[src/rtl/rstseq_pkg.sv]
// Shared types and width helpers for the reset sequencer.
package rstseq_pkg;

  typedef enum logic [1:0] {
    HOLD,
    RELEASE,
    RUN
  } state_e;

  // All-ones value of a counter that is `width` bits wide.
  function automatic logic [63:0] CNT_SAT(input int unsigned width);
    if (width >= 64) return '1;
    return (64'd1 << width) - 64'd1;
  endfunction

  // Bits needed to count 0..n-1; never less than one.
  function automatic int unsigned cnt_w(input int unsigned n);
    return (n > 1) ? $clog2(n) : 1;
  endfunction

endpackage

[src/rtl/rstseq_debounce.sv]
// Persistence filter for the registered reset request. Used only when
// RSTSEQ_DEBOUNCE_EN is defined.
module rstseq_debounce
  import rstseq_pkg::*;
#(
  parameter int unsigned DEBOUNCE_CYCLES = 4
) (
  input  logic clk,
  input  logic rst_n,
  input  logic sys_reset_q,
  output logic abort_req
);

  localparam int unsigned RUN_W = cnt_w(DEBOUNCE_CYCLES);
  localparam logic [RUN_W-1:0] RUN_LAST = RUN_W'(DEBOUNCE_CYCLES - 1);

  logic [RUN_W-1:0] run_q, run_d;

  always_comb begin
    run_d = '0;
    if (sys_reset_q) run_d = (run_q == RUN_LAST) ? run_q : run_q + 1'b1;
  end

  // run_q holds the preceding consecutive high cycles, so this fires on the Nth.
  assign abort_req = sys_reset_q && (run_q == RUN_LAST);

  always_ff @(posedge clk) begin
    if (!rst_n) run_q <= '0;
    else        run_q <= run_d;
  end

endmodule

[src/rtl/reset_sequencer.sv]
// Stretches sys_reset to a minimum hold, then releases staged active-low resets.
// Optional RSTSEQ_DEBOUNCE_EN filters short abort pulses in RELEASE/RUN.
module reset_sequencer
  import rstseq_pkg::*;
#(
  parameter int unsigned NUM_STAGES      = 3,
  parameter int unsigned HOLD_CYCLES     = 1024,
  parameter int unsigned STAGE_GAP       = 16,
  parameter int unsigned CNT_W           = 8,
  parameter int unsigned DEBOUNCE_CYCLES = 4
) (
  input  logic                  clk,
  input  logic                  rst_n,
  input  logic                  sys_reset,
  output logic [NUM_STAGES-1:0] rst_out_n,
  output logic                  ready,
  output logic [CNT_W-1:0]      reset_count
);

  localparam int unsigned HOLD_W = cnt_w(HOLD_CYCLES);
  localparam int unsigned GAP_W  = cnt_w(STAGE_GAP);
  localparam int unsigned IDX_W  = cnt_w(NUM_STAGES);
  localparam logic [HOLD_W-1:0] HOLD_LAST = HOLD_W'(HOLD_CYCLES - 1);
  localparam logic [GAP_W-1:0]  GAP_LAST  = GAP_W'(STAGE_GAP - 1);
  localparam logic [IDX_W-1:0]  IDX_LAST  = IDX_W'(NUM_STAGES - 1);
  localparam logic [CNT_W-1:0]  CNT_MAX   = CNT_W'(CNT_SAT(CNT_W));

  if (NUM_STAGES < 1 || NUM_STAGES > 8 || HOLD_CYCLES < 1 || STAGE_GAP < 1 ||
      DEBOUNCE_CYCLES < 2) begin : g_bad_param
    $error("reset_sequencer: parameter out of range");
  end

  state_e                state_q, state_d;
  logic [NUM_STAGES-1:0] rst_out_q, rst_out_d;
  logic                  ready_q, ready_d;
  logic [CNT_W-1:0]      count_q, count_d;
  logic [HOLD_W-1:0]     hold_q, hold_d;
  logic [GAP_W-1:0]      gap_q, gap_d;
  logic [IDX_W-1:0]      idx_q, idx_d;
  logic                  sys_reset_q;
  logic                  abort_req;
  logic [NUM_STAGES-1:0] stage_bit;

`ifdef RSTSEQ_DEBOUNCE_EN
  rstseq_debounce #(
    .DEBOUNCE_CYCLES(DEBOUNCE_CYCLES)
  ) u_debounce (
    .clk        (clk),
    .rst_n      (rst_n),
    .sys_reset_q(sys_reset_q),
    .abort_req  (abort_req)
  );
`else
  assign abort_req = sys_reset_q;
`endif

  assign stage_bit = NUM_STAGES'(1) << idx_q;

  always_comb begin
    state_d   = state_q;
    rst_out_d = rst_out_q;
    ready_d   = ready_q;
    count_d   = count_q;
    hold_d    = hold_q;
    gap_d     = gap_q;
    idx_d     = idx_q;
    // HOLD handles a raw high sample itself (restart); only the filtered request aborts and counts.
    if (state_q != HOLD && abort_req) begin
      state_d   = HOLD;
      rst_out_d = '0;
      ready_d   = 1'b0;
      hold_d    = '0;
      gap_d     = '0;
      idx_d     = '0;
      if (count_q != CNT_MAX) count_d = count_q + 1'b1;
    end else begin
      unique case (state_q)
        HOLD: begin
          rst_out_d = '0;
          ready_d   = 1'b0;
          if (sys_reset_q) begin
            hold_d = '0;
          end else if (hold_q == HOLD_LAST) begin
            hold_d       = '0;
            gap_d        = '0;
            idx_d        = IDX_W'(1);
            rst_out_d[0] = 1'b1;
            if (NUM_STAGES == 1) begin
              state_d = RUN;
              ready_d = 1'b1;
            end else begin
              state_d = RELEASE;
            end
          end else begin
            hold_d = hold_q + 1'b1;
          end
        end
        RELEASE: begin
          if (gap_q == GAP_LAST) begin
            gap_d     = '0;
            rst_out_d = rst_out_q | stage_bit;
            idx_d     = idx_q + 1'b1;
            if (idx_q == IDX_LAST) begin
              state_d = RUN;
              ready_d = 1'b1;
            end
          end else begin
            gap_d = gap_q + 1'b1;
          end
        end
        RUN: begin
          rst_out_d = '1;
          ready_d   = 1'b1;
        end
        default: state_d = HOLD;
      endcase
    end
  end

  always_ff @(posedge clk) begin
    if (!rst_n) begin
      state_q     <= HOLD;
      rst_out_q   <= '0;
      ready_q     <= 1'b0;
      count_q     <= '0;
      hold_q      <= '0;
      gap_q       <= '0;
      idx_q       <= '0;
      sys_reset_q <= 1'b1;
    end else begin
      state_q     <= state_d;
      rst_out_q   <= rst_out_d;
      ready_q     <= ready_d;
      count_q     <= count_d;
      hold_q      <= hold_d;
      gap_q       <= gap_d;
      idx_q       <= idx_d;
      sys_reset_q <= sys_reset;
    end
  end

  assign rst_out_n   = rst_out_q;
  assign ready       = ready_q;
  assign reset_count = count_q;

endmodule

[config.mk]
export PLATFORM = sky130hd
export DESIGN_NAME = reset_sequencer
export DESIGN_NICKNAME = d
export VERILOG_FILES = /design/src/rtl/rstseq_pkg.sv /design/src/rtl/rstseq_debounce.sv /design/src/rtl/reset_sequencer.sv
export SDC_FILE = /design/constraint.sdc
export NUM_CORES = 1
export LEC_CHECK = 0
export CORE_ASPECT_RATIO = 0.9
export CORE_UTILIZATION = 40
export CTS_BUF_LIST = sky130_fd_sc_hd__clkbuf_8
export DETAILED_ROUTE_END_ITERATION = 12
export RECOVER_POWER = 100
export SLEW_MARGIN = 20
export SYNTH_ARGS = -nofsm -noshare
export SYNTH_HDL_FRONTEND = slang
export SYNTH_HIERARCHICAL = 1
export SYNTH_SLANG_ARGS = --single-unit
[constraint.sdc]
create_clock -name clk -period 1.7 [get_ports clk]
set_input_delay 0.34 -clock clk [delete_from_list [all_inputs] [get_ports clk]]
set_output_delay 0.34 -clock clk [all_outputs]
set_load 0.01 [all_outputs]
==> flow_metrics.py <==
metrics = {
    "status": {
        "status": "finished, violations left",
        "violations": "negative setup slack",
    },
    "detailed_routing": {
        "wirelength_um": 3890,
        "drt_first_iter_violations": 89,
        "ant_nets": 0,
        "drt-wirelength-per-cell_um": 13.5,
        "first_pass_iters": 4,
        "vias": 1559,
        "drc": 0,
        "viasPerCell": 5.39,
    },
    "synth": {
        "avgSynthCellArea_um2": 8.81,
        "postSynthCellCount": 192,
        "synth_nets": 205,
        "yosys_warnings": 6,
        "synth_edf_count": 0,
        "ys_types": 49,
        "ys_seq_area_share_pct": 36.7,
        "netlist_area_um2": 1690,
        "synth_seq_cells": 31,
        "synth-async-reset-ratio_pct": 0,
        "synthFlopType": "dfxtp_1",
    },
    "grt": {
        "grt_start_max_net_pins": 10,
        "grt_pass1_wl_um": 6660,
        "track_usage_pct": 19.1,
        "grt_pass1_vias": 1508,
        "antenna_found_initial": 0,
        "gr-total-overflow": 0,
    },
    "timing": {
        "tightestPinTransition_ns": 0.304,
        "finalCritPeriodShare_pct": 107,
        "final-hold-violation-count": 0,
        "rsz0062_at_grt": "true",
        "slew_viol_final": 0,
        "maxSlewHeadroom_pct": 79.7,
        "layout_setup_ws_ns": -0.115,
        "finClkSkew_ns": 0.00285,
        "period_needed_ns": 1.81,
        "setup_viol": 5,
        "max_freq_mhz": 551,
    },
    "final_layout": {
        "fin_area_um2": 2260,
        "fin_util_pct": 55.5,
        "final_layout_size_suffix_gt1_share_pct": 27.8,
        "fillers": 374,
        "diodes": 0,
        "syn2layout_area_growth_pct": 33.6,
        "nNetsFinal": 253,
    },
    "floorplan": {
        "core_um2": 4070,
        "core.rowCount": 22,
        "initial_core_util_pct": 41.5,
        "io_pins": 15,
        "die_x_um": 70.6,
        "fp.dieArea_um2": 4490,
        "die_y_um": 63.7,
    },
    "critical_path": {
        "crit_arrival_ns": 2.04,
        "rr_worst_depth": 8,
        "worstPathRequired_ns": 1.93,
        "path_delay_family": "simple AND/OR/NAND/NOR gates",
        "crit_slowest_cell": "dfxtp_2",
        "r2r_slack_ns": -0.11,
        "rr_endpoint": "gap_q[0]$_SDFFE_PP0P_",
        "path_common_cell": "buf_4",
        "critPathMaxStageDelay_ns": 0.35,
        "r2r_start": "hold_q[0]$_SDFFE_PP0P_",
        "cp-start-kind": "register",
        "path_buf_inv": 2,
        "cp-end-kind": "register",
        "worstSetupPathType": "reg -> reg",
        "cp_max_fo": 3,
        "cp_cell_sequence": "ha_4, nand4_1, buf_4, nor4b_4, mux2i_2, buf_4, or3_4, a21oi_2",
    },
    "power": {
        "power.density_nw_per_um2": 586,
        "peakVddDrop_mv": 0.391,
        "fin_total_pwr_mw": 1.32,
        "p_leak_nw": 0.867,
    },
    "hold_path": {
        "hold_start": "rst_out_n[2]$_SDFFE_PP0P_",
        "whs_endpoint": "rst_out_n[2]$_SDFFE_PP0P_",
        "hold-path-cell-count": 1,
        "hp-class": "reg -> reg",
    },
    "placed_design": {
        "portBuffers": 14,
        "place_hpwl_um": 2770,
        "gp_congestion": 0.844,
        "dpl-instance-area_um2": 2070,
    },
    "clock_tree": {
        "tritoncts": "done",
        "cts_made_buffers": 5,
        "clock_latency_ns": 0.29,
        "path_clk_slew_ns": 0.06,
        "clockBufferDepth": 2,
        "htreeDepth": 2,
        "clock_sinks": 31,
        "clk_root_buffer_cell": "clkbuf_8",
    },
    "job": {
        "cap_violations": 0,
    },
}
## registers in the layout, indices dropped and copies added (netlist names)
signal,count
state_q,2
rst_out_n,3
hold_q,10
ready,1
gap_q,4
abort_req,1
reset_count,8
idx_q,2
## Yosys cell counts, types with 4 or more instances
library cell  instances  area (µm²)
a21oi_1              19        95.1
nand3_1               9        45.0
o21ai_0               7        35.0
mux2i_1               5        50.1
nor2_1               19        71.3
ha_1                 10         125
nand2_1              16        60.1
dfxtp_1              31         621
xor2_1                7        61.3
inv_1                 6        22.5
o21a_1                4        30.0
nand4_1               7        43.8
## layout make-up
type / count / area, µm² / area share (%)
sequential: 31 / 623 / 27.6
clock inverter: 3 / 12.5 / 0.554
timing repair buffer: 49 / 399 / 17.7
inverter: 7 / 26.3 / 1.16
tap: 48 / 60.1 / 2.66
multi-input combinational: 146 / 1070 / 47.3
clock buffer: 5 / 68.8 / 3.05
## metrics by stage
stage	setup slack (ns)	instances	hold WS [ns]	TNS [ns]
after detailed placement	-0.0895	275	0.462	-0.255
after global placement	-0.0417	275	0.446	-0.0660
after CTS	-0.0862	288	0.477	-0.214
after global routing	-0.203	289	0.486	-1.79
after floorplan	-0.0594	192	0.413	-0.0781
final	-0.115	289	0.466	-0.325
## worst max path at each step
stage | startpoint | end | cells after the start
floorplan | hold_q[1]$_SDFFE_PP0P_ | state_q[1]$_SDFFE_PP0P_ | 7
global placement | hold_q[1]$_SDFFE_PP0P_ | state_q[1]$_SDFFE_PP0P_ | 7
detailed placement | hold_q[1]$_SDFFE_PP0P_ | state_q[1]$_SDFFE_PP0P_ | 7
CTS | hold_q[1]$_SDFFE_PP0P_ | gap_q[3]$_SDFFE_PP0P_ | 7
global route | state_q[0]$_SDFFE_PP0P_ | hold_q[9]$_SDFFE_PP0P_ | 6
finish | hold_q[0]$_SDFFE_PP0P_ | gap_q[0]$_SDFFE_PP0P_ | 8
## metal layers
metal	track usage [%]	wire, µm	vias up
li1	-	-	783
met1	23.4	1820	728
met2	30.3	1800	39
met3	4.64	185	9
met4	11.3	89	0
met5	0	0	-
## logic make-up after synthesis
group | synth area share [%]
fa+ha+maj | 7.40
flops | 36.7
mux | 3.77
xor+xnor | 4.66
buf+inv | 4.73
simple gates | 27.7
compound gates | 15.1
## cells in the final DEF, fill, tap and decap left out, types with 2 or more instances in the layout
cell type        Yosys  layout
mux2i_1              5       5
ha_1                10       9
o21ai_0              7       4
nor3_1               3       2
a31oi_1              3       3
clkdlybuf4s50_1      0       8
nand2_1             16      15
nor2_1              19      18
buf_6                2       2
nand2b_1             3       3
a211oi_1             2       2
nand4_1              7       7
nand3_1              9       9
dfxtp_2              0       2
nor2b_1              2       2
xnor2_1              2       2
clkbuf_2             0       3
o21ai_1              0       2
clkbuf_8             0       5
dfxtp_1             31      29
xor2_1               7       7
a21oi_1             19      16
dlygate4sd3_1        0       6
inv_1                6       8
o21a_1               4       4
buf_4                2      27
or3b_2               2       2
clkbuf_4             0       2
a21oi_2              0       3
nand3b_1             2       2
## what timing repair did
item                       4_1_cts  5_1_grt
gates resized for setup          3       17
gates cloned                     0        0
pin swaps                        4       12
setup endpoints to repair        7       20
hold buffers                     0        0
buffers inserted                 5        3
## report_power, final
| group | switching (mW) | internal [mW] |
|---|---|---|
| Clock | 0.285 | 0.275 |
| Sequential | 0.00366 | 0.729 |
| Combinational | 0.0184 | 0.0142 |
## worst register-to-register path: stages (launching register included)
cell and delay, ns:
dfxtp_2 0.35, ha_4 0.13, nand4_1 0.09, buf_4 0.16
nor4b_4 0.28, mux2i_2 0.13, buf_4 0.16, or3_4 0.32
a21oi_2 0.13
(Power assumes the default switching activity.)
